`src/rtl/lsb_mem_unit_pkg.sv`:
```
// Shared opcode constants, ROB tag width and FSM state encoding for the
// LSB data-memory access stage.
package lsb_mem_unit_pkg;

   localparam int ROB_W = 4;

   localparam logic [5:0] OP_LB  = 6'd11;
   localparam logic [5:0] OP_LH  = 6'd12;
   localparam logic [5:0] OP_LW  = 6'd13;
   localparam logic [5:0] OP_LBU = 6'd14;
   localparam logic [5:0] OP_LHU = 6'd15;
   localparam logic [5:0] OP_SB  = 6'd16;
   localparam logic [5:0] OP_SH  = 6'd17;
   localparam logic [5:0] OP_SW  = 6'd18;

   typedef enum logic [2:0] {
      ST_IDLE,
      ST_SETTLE,
      ST_WRITE,
      ST_READ,
      ST_RLAST,
      ST_DONE
   } state_t;

   // Index of the last byte of the access (access size minus one).
   function automatic logic [1:0] size_m1(input logic [5:0] opcode);
      case (opcode)
         OP_LH, OP_LHU, OP_SH: size_m1 = 2'd1;
         OP_LW, OP_SW:         size_m1 = 2'd3;
         default:              size_m1 = 2'd0;
      endcase
   endfunction

   function automatic logic is_store(input logic [5:0] opcode);
      is_store = (opcode == OP_SB) || (opcode == OP_SH) || (opcode == OP_SW);
   endfunction

endpackage

```
`src/rtl/lsb_mem_ext.sv`:
```
// Load-data extension: turns the assembled little-endian bytes into the
// architectural result (sign-extend LB/LH, zero-extend LBU/LHU, LW as-is).
module lsb_mem_ext
   import lsb_mem_unit_pkg::*;
(
   input  logic [5:0]  opcode,
   input  logic [31:0] data,
   output logic [31:0] result
);

   always_comb begin
      result = data;
      case (opcode)
         OP_LB:   result = {{24{data[7]}}, data[7:0]};
         OP_LBU:  result = {24'b0, data[7:0]};
         OP_LH:   result = {{16{data[15]}}, data[15:0]};
         OP_LHU:  result = {16'b0, data[15:0]};
         default: result = data;
      endcase
   end

endmodule

```
`src/rtl/lsb_mem_unit.sv`:
```
// Data-memory access stage behind the LSB: serialises one load/store into
// byte accesses on the 8-bit RAM port. Optional: LSB_MEM_IO_STALL_EN.
module lsb_mem_unit
   import lsb_mem_unit_pkg::*;
#(
   parameter int         ADDR_W     = 32,
   parameter logic [1:0] IO_HI_BITS = 2'b11
) (
   input  logic              clk,
   input  logic              rst,
   input  logic              rdy,
   input  logic              DC_sgn,
   input  logic [ADDR_W-1:0] DC_addr,
   input  logic [31:0]       DC_val,
   input  logic [5:0]        DC_opcode,
   input  logic [ROB_W-1:0]  DC_rob_name,
   output logic              DC_sgn_in,
   input  logic [7:0]        mem_din,
   output logic [7:0]        mem_dout,
   output logic [ADDR_W-1:0] mem_a,
   output logic              mem_wr,
   input  logic              io_buffer_full,
   output logic              CDBD_sgn,
   output logic [31:0]       CDBD_result,
   output logic [ROB_W-1:0]  CDBD_ROB_name,
   input  logic              jp_wrong
);

   state_t            state, state_next;
   logic [5:0]        op;
   logic [ROB_W-1:0]  tag;
   logic [3:0][7:0]   wdata;
   logic [3:0][7:0]   rbytes;
   logic [1:0]        k;
   logic [1:0]        last_k;
   logic              last;
   logic              accept;
   logic              io_region;
   logic              io_hold;
   logic              done_set;
   logic              cdb_set;
   logic [31:0]       ext_result;

`ifdef LSB_MEM_IO_STALL_EN
   assign io_region = (DC_addr[17:16] == IO_HI_BITS);
   assign io_hold   = io_region && is_store(DC_opcode) && io_buffer_full;
`else
   logic unused_io;
   assign io_region = 1'b0;
   assign io_hold   = 1'b0;
   assign unused_io = io_buffer_full ^ (DC_addr[17:16] == IO_HI_BITS);
`endif

   assign last = (k == last_k);
   // DC_sgn is still stale high while our done pulse is out, so never accept then.
   assign accept = (state == ST_IDLE) && DC_sgn && !DC_sgn_in && !jp_wrong && !io_hold;
   assign mem_wr = rdy && (state == ST_WRITE);

   always_comb begin
      state_next = state;
      done_set   = 1'b0;
      cdb_set    = 1'b0;
      case (state)
         ST_IDLE: begin
            if (accept) begin
               if (io_region)                state_next = ST_SETTLE;
               else if (is_store(DC_opcode)) state_next = ST_WRITE;
               else                          state_next = ST_READ;
            end
         end
         ST_SETTLE: begin
            if (is_store(op))  state_next = ST_WRITE;
            else if (jp_wrong) state_next = ST_IDLE;
            else               state_next = ST_READ;
         end
         ST_WRITE: begin
            if (last) state_next = ST_DONE;
         end
         ST_READ: begin
            if (jp_wrong)  state_next = ST_IDLE;
            else if (last) state_next = ST_RLAST;
         end
         ST_RLAST: begin
            state_next = jp_wrong ? ST_IDLE : ST_DONE;
         end
         ST_DONE: begin
            state_next = ST_IDLE;
            // Committed stores always report; a flushed load vanishes silently.
            if (is_store(op)) begin
               done_set = 1'b1;
            end else if (!jp_wrong) begin
               done_set = 1'b1;
               cdb_set  = 1'b1;
            end
         end
         default: state_next = ST_IDLE;
      endcase
   end

   always_ff @(posedge clk or posedge rst) begin
      if (rst)      state <= ST_IDLE;
      else if (rdy) state <= state_next;
   end

   always_ff @(posedge clk or posedge rst) begin
      if (rst) begin
         DC_sgn_in     <= 1'b0;
         CDBD_sgn      <= 1'b0;
         CDBD_result   <= '0;
         CDBD_ROB_name <= '0;
         mem_a         <= '0;
         mem_dout      <= '0;
      end else if (rdy) begin
         DC_sgn_in <= done_set;
         CDBD_sgn  <= cdb_set;
         if (cdb_set) begin
            CDBD_result   <= ext_result;
            CDBD_ROB_name <= tag;
         end
         if (accept) begin
            mem_a    <= DC_addr;
            mem_dout <= DC_val[7:0];
         end else if ((state == ST_WRITE || state == ST_READ) && !last) begin
            mem_a <= mem_a + 1'b1;
            if (state == ST_WRITE) mem_dout <= wdata[k + 2'd1];
         end
      end
   end

   // RAM data lags the address by one cycle, so each capture lands on byte k-1.
   always_ff @(posedge clk) begin
      if (rdy) begin
         if (accept) begin
            op     <= DC_opcode;
            tag    <= DC_rob_name;
            wdata  <= DC_val;
            last_k <= size_m1(DC_opcode);
            k      <= 2'd0;
         end else begin
            if ((state == ST_WRITE || state == ST_READ) && !last) k <= k + 2'd1;
            if (state == ST_READ && k != 2'd0) rbytes[k - 2'd1] <= mem_din;
            if (state == ST_RLAST)             rbytes[k] <= mem_din;
         end
      end
   end

   lsb_mem_ext u_ext (
      .opcode (op),
      .data   (rbytes),
      .result (ext_result)
   );

endmodule

```
`config.mk`:
```
export PLATFORM = sky130hd
export DESIGN_NAME = lsb_mem_unit
export DESIGN_NICKNAME = d
export VERILOG_FILES = /design/src/rtl/lsb_mem_unit_pkg.sv /design/src/rtl/lsb_mem_ext.sv /design/src/rtl/lsb_mem_unit.sv
export SDC_FILE = /design/constraint.sdc
export NUM_CORES = 1
export LEC_CHECK = 0
export CORE_MARGIN = 2
export CORE_UTILIZATION = 39
export CTS_CLUSTER_DIAMETER = 40
export CTS_CLUSTER_SIZE = 10
export DETAILED_ROUTE_END_ITERATION = 10
export GPL_TIMING_DRIVEN = 0
export PLACE_DENSITY = 0.63
export RECOVER_POWER = 25
export SYNTH_ARGS = -nofsm -noshare
export SYNTH_HDL_FRONTEND = slang
export SYNTH_SLANG_ARGS = --single-unit
```
`constraint.sdc`:
```
create_clock -name clk -period 3.4 [get_ports clk]
set_input_delay 0.68 -clock clk [delete_from_list [all_inputs] [get_ports clk]]
set_output_delay 0.68 -clock clk [all_outputs]
set_load 0.05 [all_outputs]
```
# Word level (Yosys, flattened, before mapping)
# Cells that the tools add are included.
# word_totals
wordCells	112
regBits	159
# classes
bitwise_logic	1
magnitude_cmp	5
n_addsub	3
muxes	34
n_eq_ne	22
n_reduce_logical	28
# op_table
operator	n
2-to-1 mux 32 bit	6
one-hot mux 32 bit (4 select lines)	1
bitwise mux 32 bit	2
2-to-1 mux 8 bit	6
== test 6 x 4 -> 1 bit (second input constant)	7
== test 6 x 5 -> 1 bit (second input constant)	6
adder 32 x 1 -> 32 bit (second input constant)	1
demux 8 bit (select 2 bit)	2
binary-select mux 8 bit (select 2 bit)	1
2-to-1 mux 3 bit	5
one-hot mux 3 bit (5 select lines)	1
< comparator 2 x 3 -> 1 bit (second input constant)	3
logical AND 1 bit	8
AND reduction 2 bit	4
== test 3 x 2 -> 1 bit (second input constant)	2
== test 3 bit (second input constant)	2
2-to-1 mux 1 bit	6
2-to-1 mux 2 bit	3
nonzero test 2 bit	3
logical OR 1 bit	5
greater-or-equal comparator 2 x 1 -> 1 bit (second input constant)	2
!= test 2 bit (second input constant)	2
one-hot mux 2 bit (2 select lines)	1
AND reduction 4 bit	1
11 further kinds	13

# Longest topological paths before layout
# depth
depth_word	11
ltp_mapped	9
mapped_depth_nobuf	6

# Modules after synthesis
# A second synthesis with hierarchy kept.
# hier_totals
hier_cells	630
hier_area_um2	7767.4
# modules_own_cells
mod	area_each_um2	n_inst	seq_area_each_um2	cells_each
lsb_mem_unit	7352.1	1	4369.2	577
lsb_mem_ext	415.4	1	0.0	53

# Least setup slack after synthesis
# OpenSTA, ideal clock, no wires.
# synth_timing
path_type	input port to flip-flop
from	in jp_wrong
to	reg mem_a[24]
t_arrival_ns	3.846
path_slack_ns	-0.525
path_stages	7
path_buffers	2
cell_sequence	nor3b_1 nand2_1 clkbuf_1 clkbuf_1 nor2_1 a22oi_1 nand3_1
# synth_via
elab_chain_cells	4
word_cells_on_any_way	5
classes_between	1 x mux; 4 x reduce/logical
# synth_rtl
element	line_no	source
start: declaration	lsb_mem_unit.sv:26	input logic jp_wrong
zero test 1 bit (*)	n/a	
logical AND 1 bit (*)	lsb_mem_unit.sv:56	assign accept = (state == ST_IDLE) && DC_sgn && !DC_sgn_in && !jp_wrong && !io_hold;
nonzero test 2 bit (no source line)	n/a	
AND reduction 2 bit (no source line)	n/a	
end signal: assignment	lsb_mem_unit.sv:121	mem_a <= DC_addr;
end signal: assignment	lsb_mem_unit.sv:124	mem_a <= mem_a + 1'b1;
end: declaration	lsb_mem_unit.sv:20	output logic [ADDR_W-1:0] mem_a,
# Every way passes the cells marked *; elsewhere a longest branch is shown, timed or not.
# A chain may end at the register's enable or synchronous reset.

# Worst setup path in the final report
# layout_timing
from	in rdy
to	out mem_wr
# layout_via
elab_chain_cells	1
# layout_rtl
element	line_no	source
start: declaration	lsb_mem_unit.sv:11	input logic rdy,
logical AND 1 bit	lsb_mem_unit.sv:57	assign mem_wr = rdy && (state == ST_WRITE);
end: declaration	lsb_mem_unit.sv:21	output logic mem_wr,
# Every way passes these cells.

==> flow_metrics.py <==
metrics = {
    "status": {
        "run_status": "finished, violations left",
        "failed_checks": "capacitance limit",
    },
    "yosys": {
        "synth_ff_type": "dfrtp_1",
        "syn_avg_cell_area_um2": 11.8,
        "ys_seq_elements": 159,
        "synth_edf_count": 78,
        "yosys.area.top_type": "edfxtp_1",
        "yosysSeqAreaShare": 0.589,
        "synth_area_um2": 7420,
        "synth_commonest_cells": "a21oi_1 (84), dfrtp_1 (81), edfxtp_1 (78)",
        "ys_async_sr_fraction": 0.509,
        "synth_most_common_cell": "a21oi_1",
        "synthTopCellsByArea": "edfxtp_1 (32%), dfrtp_1 (27%), mux2_2 (6.8%), a21oi_1 (5.7%), nor2_1 (2.6%)",
        "yosys_warnings": 0,
        "yosysTopAreaCellShare": 0.316,
        "synthCells": 631,
        "ys_types": 62,
        "syn-num-nets": 728,
    },
    "power_and_ir_drop": {
        "p_leak_nw": 3.77,
        "power.density_nw_per_um2": 869,
        "peakVddDrop_v": 0.000576,
    },
    "min_path": {
        "holdPathStages": 1,
        "hold_class": "reg2reg",
    },
    "setup_path": {
        "setup.worst_path.class": "in2out",
        "crit_chain": "clkdlybuf4s50_1 > inv_1 > clkbuf_1 > nor3_1 > dlygate4sd2_1",
        "crit_slowest_cell": "dlygate4sd2_1",
        "required_ns": 2.72,
        "critPathArrivalTime_ns": 2.59,
        "worstSetupStartpointType": "input pin",
        "worstPathMaxFanout": 11,
        "rr_worst_depth": 6,
        "max_stage_delay_ns": 0.57,
        "crit_path_end_kind": "primary output",
    },
    "die": {
        "die_w_um": 142,
        "start_util": 0.397,
        "die_h_um": 142,
        "die-area_um2": 20200,
        "core_um2": 18700,
        "rows": 50,
        "num_io_pins": 167,
    },
    "routing": {
        "routed_wl_um": 20600,
        "vias": 5962,
        "drc": 0,
        "dr.first_iter.drc_count": 544,
        "via_per_inst": 5.60,
        "ant_nets": 0,
        "wire_per_inst_um": 19.3,
        "drtPass1Iterations": 9,
    },
    "clocking": {
        "cts_tree": "built",
        "clockBufferDepth": 2,
        "cts.sinks": 159,
        "h-tree-depth": 4,
        "cts_buffers": 17,
        "root_buffer": "clkbuf_16",
        "clkLatencyLatePin_ns": 0.42,
        "post_cts_buffers": 0,
        "cts.clk_slew.worst_paths_ns": 0.07,
    },
    "grt": {
        "antenna_found_initial": 0,
        "grt_overflow": 0,
        "track_usage": 0.205,
        "first_global_vias": 6031,
        "grt_max_degree": 56,
        "grt_pass1_wl_um": 32200,
    },
    "layout": {
        "num-nets-final": 915,
        "drive_gt1_frac": 0.131,
        "area_growth_pct": 34.8,
        "antenna_cells": 0,
        "fin_cells": 1065,
    },
    "timing": {
        "fmax_mhz": 306,
        "slew_headroom": 0.00271,
        "fin_crit_sh": 0.961,
        "tightest_slew_ns": 1.50,
        "hold_ws_ns": 0.482,
        "finalMaxSlewViolations": 0,
        "finClkSkew_ns": 0.0110,
        "setup_viol": 0,
        "rsz0062_at_grt": "true",
        "hold_viol_final": 0,
        "min_period_ns": 3.27,
    },
    "placed_design": {
        "dp_cells": 1032,
        "post-dp-hpwl_um": 14600,
        "port_buffers": 165,
        "gp_routability_congestion": 0.855,
    },
    "run": {
        "drv_cap": 1,
    },
}
[final timing paths]
kind	from	to	slack, ns
max	rdy	mem_wr	0.13
min	tag[0]	CDBD_ROB_name[0]	0.48
max reg2reg	k[0]	rbytes[22]	0.20
min reg2reg	tag[0]	CDBD_ROB_name[0]	0.48
max in group asynchronous	rst	CDBD_result[4]	0.49
min in group asynchronous	rst	CDBD_result[31]	0.94
[cell families (layout without fill, tap and decap cells)]
| logic type | after synthesis | in the layout | share of synthesized area |
|---|---|---|---|
| mux | 54 | 54 | 0.0939 |
| compound gates | 181 | 181 | 0.153 |
| buf+inv | 45 | 244 | 0.0248 |
| xor+xnor | 3 | 3 | 0.00354 |
| flops | 159 | 159 | 0.589 |
| simple gates | 180 | 181 | 0.121 |
| fa+ha+maj | 9 | 9 | 0.0152 |
[final cells by class]
type                       count  area, um2
clock buffer                  19        454
buffer                        35        153
tap                          234        293
timing repair buffer         167       1680
sequential                   159       4370
inverter                      10       38.8
multi-input combinational    428       2900
clock inverter                13        116
fill                        1651       8700
[power by group]
group | leakage, nW | switching [mW] | internal (mW)
logic | 1.78 | 2.49 | 1.33
registers | 1.71 | 0.436 | 2.59
clock network | 0.284 | 0.845 | 1.01
total | 3.77 | 3.77 | 4.93
[metal layers]
layer | GRT usage | wire length (um) | vias to the layer above
met3 | 0.0468 | 1290 | 22
met5 | 0 | 0 | -
met1 | 0.277 | 9060 | 2915
met4 | 0.0632 | 230 | 0
li1 | - | - | 2763
met2 | 0.333 | 9990 | 262
[stage by stage]
step / TNS, ns / util / setup slack [ns] / cell area (um2) / power [mW]
after floorplan: 0 / - / 0.271 / 7430 / 5.50
after global placement: -160.25 / 0.501 / -1.28 / 9370 / 6.80
after detailed placement: -11.67 / 0.505 / -0.350 / 9440 / 6.87
after CTS: 0 / 0.535 / 0.0749 / 10000 / 8.74
after global routing: -0.895 / 0.535 / -0.0810 / 10000 / 9.13
final: 0 / 0.535 / 0.132 / 10000 / 8.70
[flip-flops by register name, summed over array words and instances (netlist names)]
name	count
CDBD_result	32
mem_a	32
rbytes	32
wdata	32
mem_dout	8
op	6
CDBD_ROB_name	4
tag	4
state	3
k	2
last_k	2
CDBD_sgn	1
DC_sgn_in	1
[cell usage in the layout (no fill, tap or decap), drive strengths merged, types with 4 or more instances in the layout]
cell             n
inv             18
nor2b            4
edfxtp          78
nand3b           4
buf              8
dlygate4sd3     43
and4             4
nand3           19
nand4            6
nor3            11
nor3b            4
mux2            45
nand2           48
o22a             7
mux4             8
clkdlybuf4s50  121
or2              4
a22oi            7
and3             7
or3              5
a211oi           9
a21oi           84
dfrtp           81
a41oi            8
o21ai           27
o22ai            8
ha               9
clkbuf          47
and2             6
nor2            52
[what timing repair did]
action	4_1_cts	5_1_grt
gates resized for setup	1	2
endpoints found under the setup margin	1	31
cloned	0	1
pin swaps	0	1
hold buffers	0	0
[critical path, delay by kind of cell]
family        cells  cell delay [ns]
buf+inv           4             1.59
simple gates      1             0.31
(Power assumes the default switching activity.)
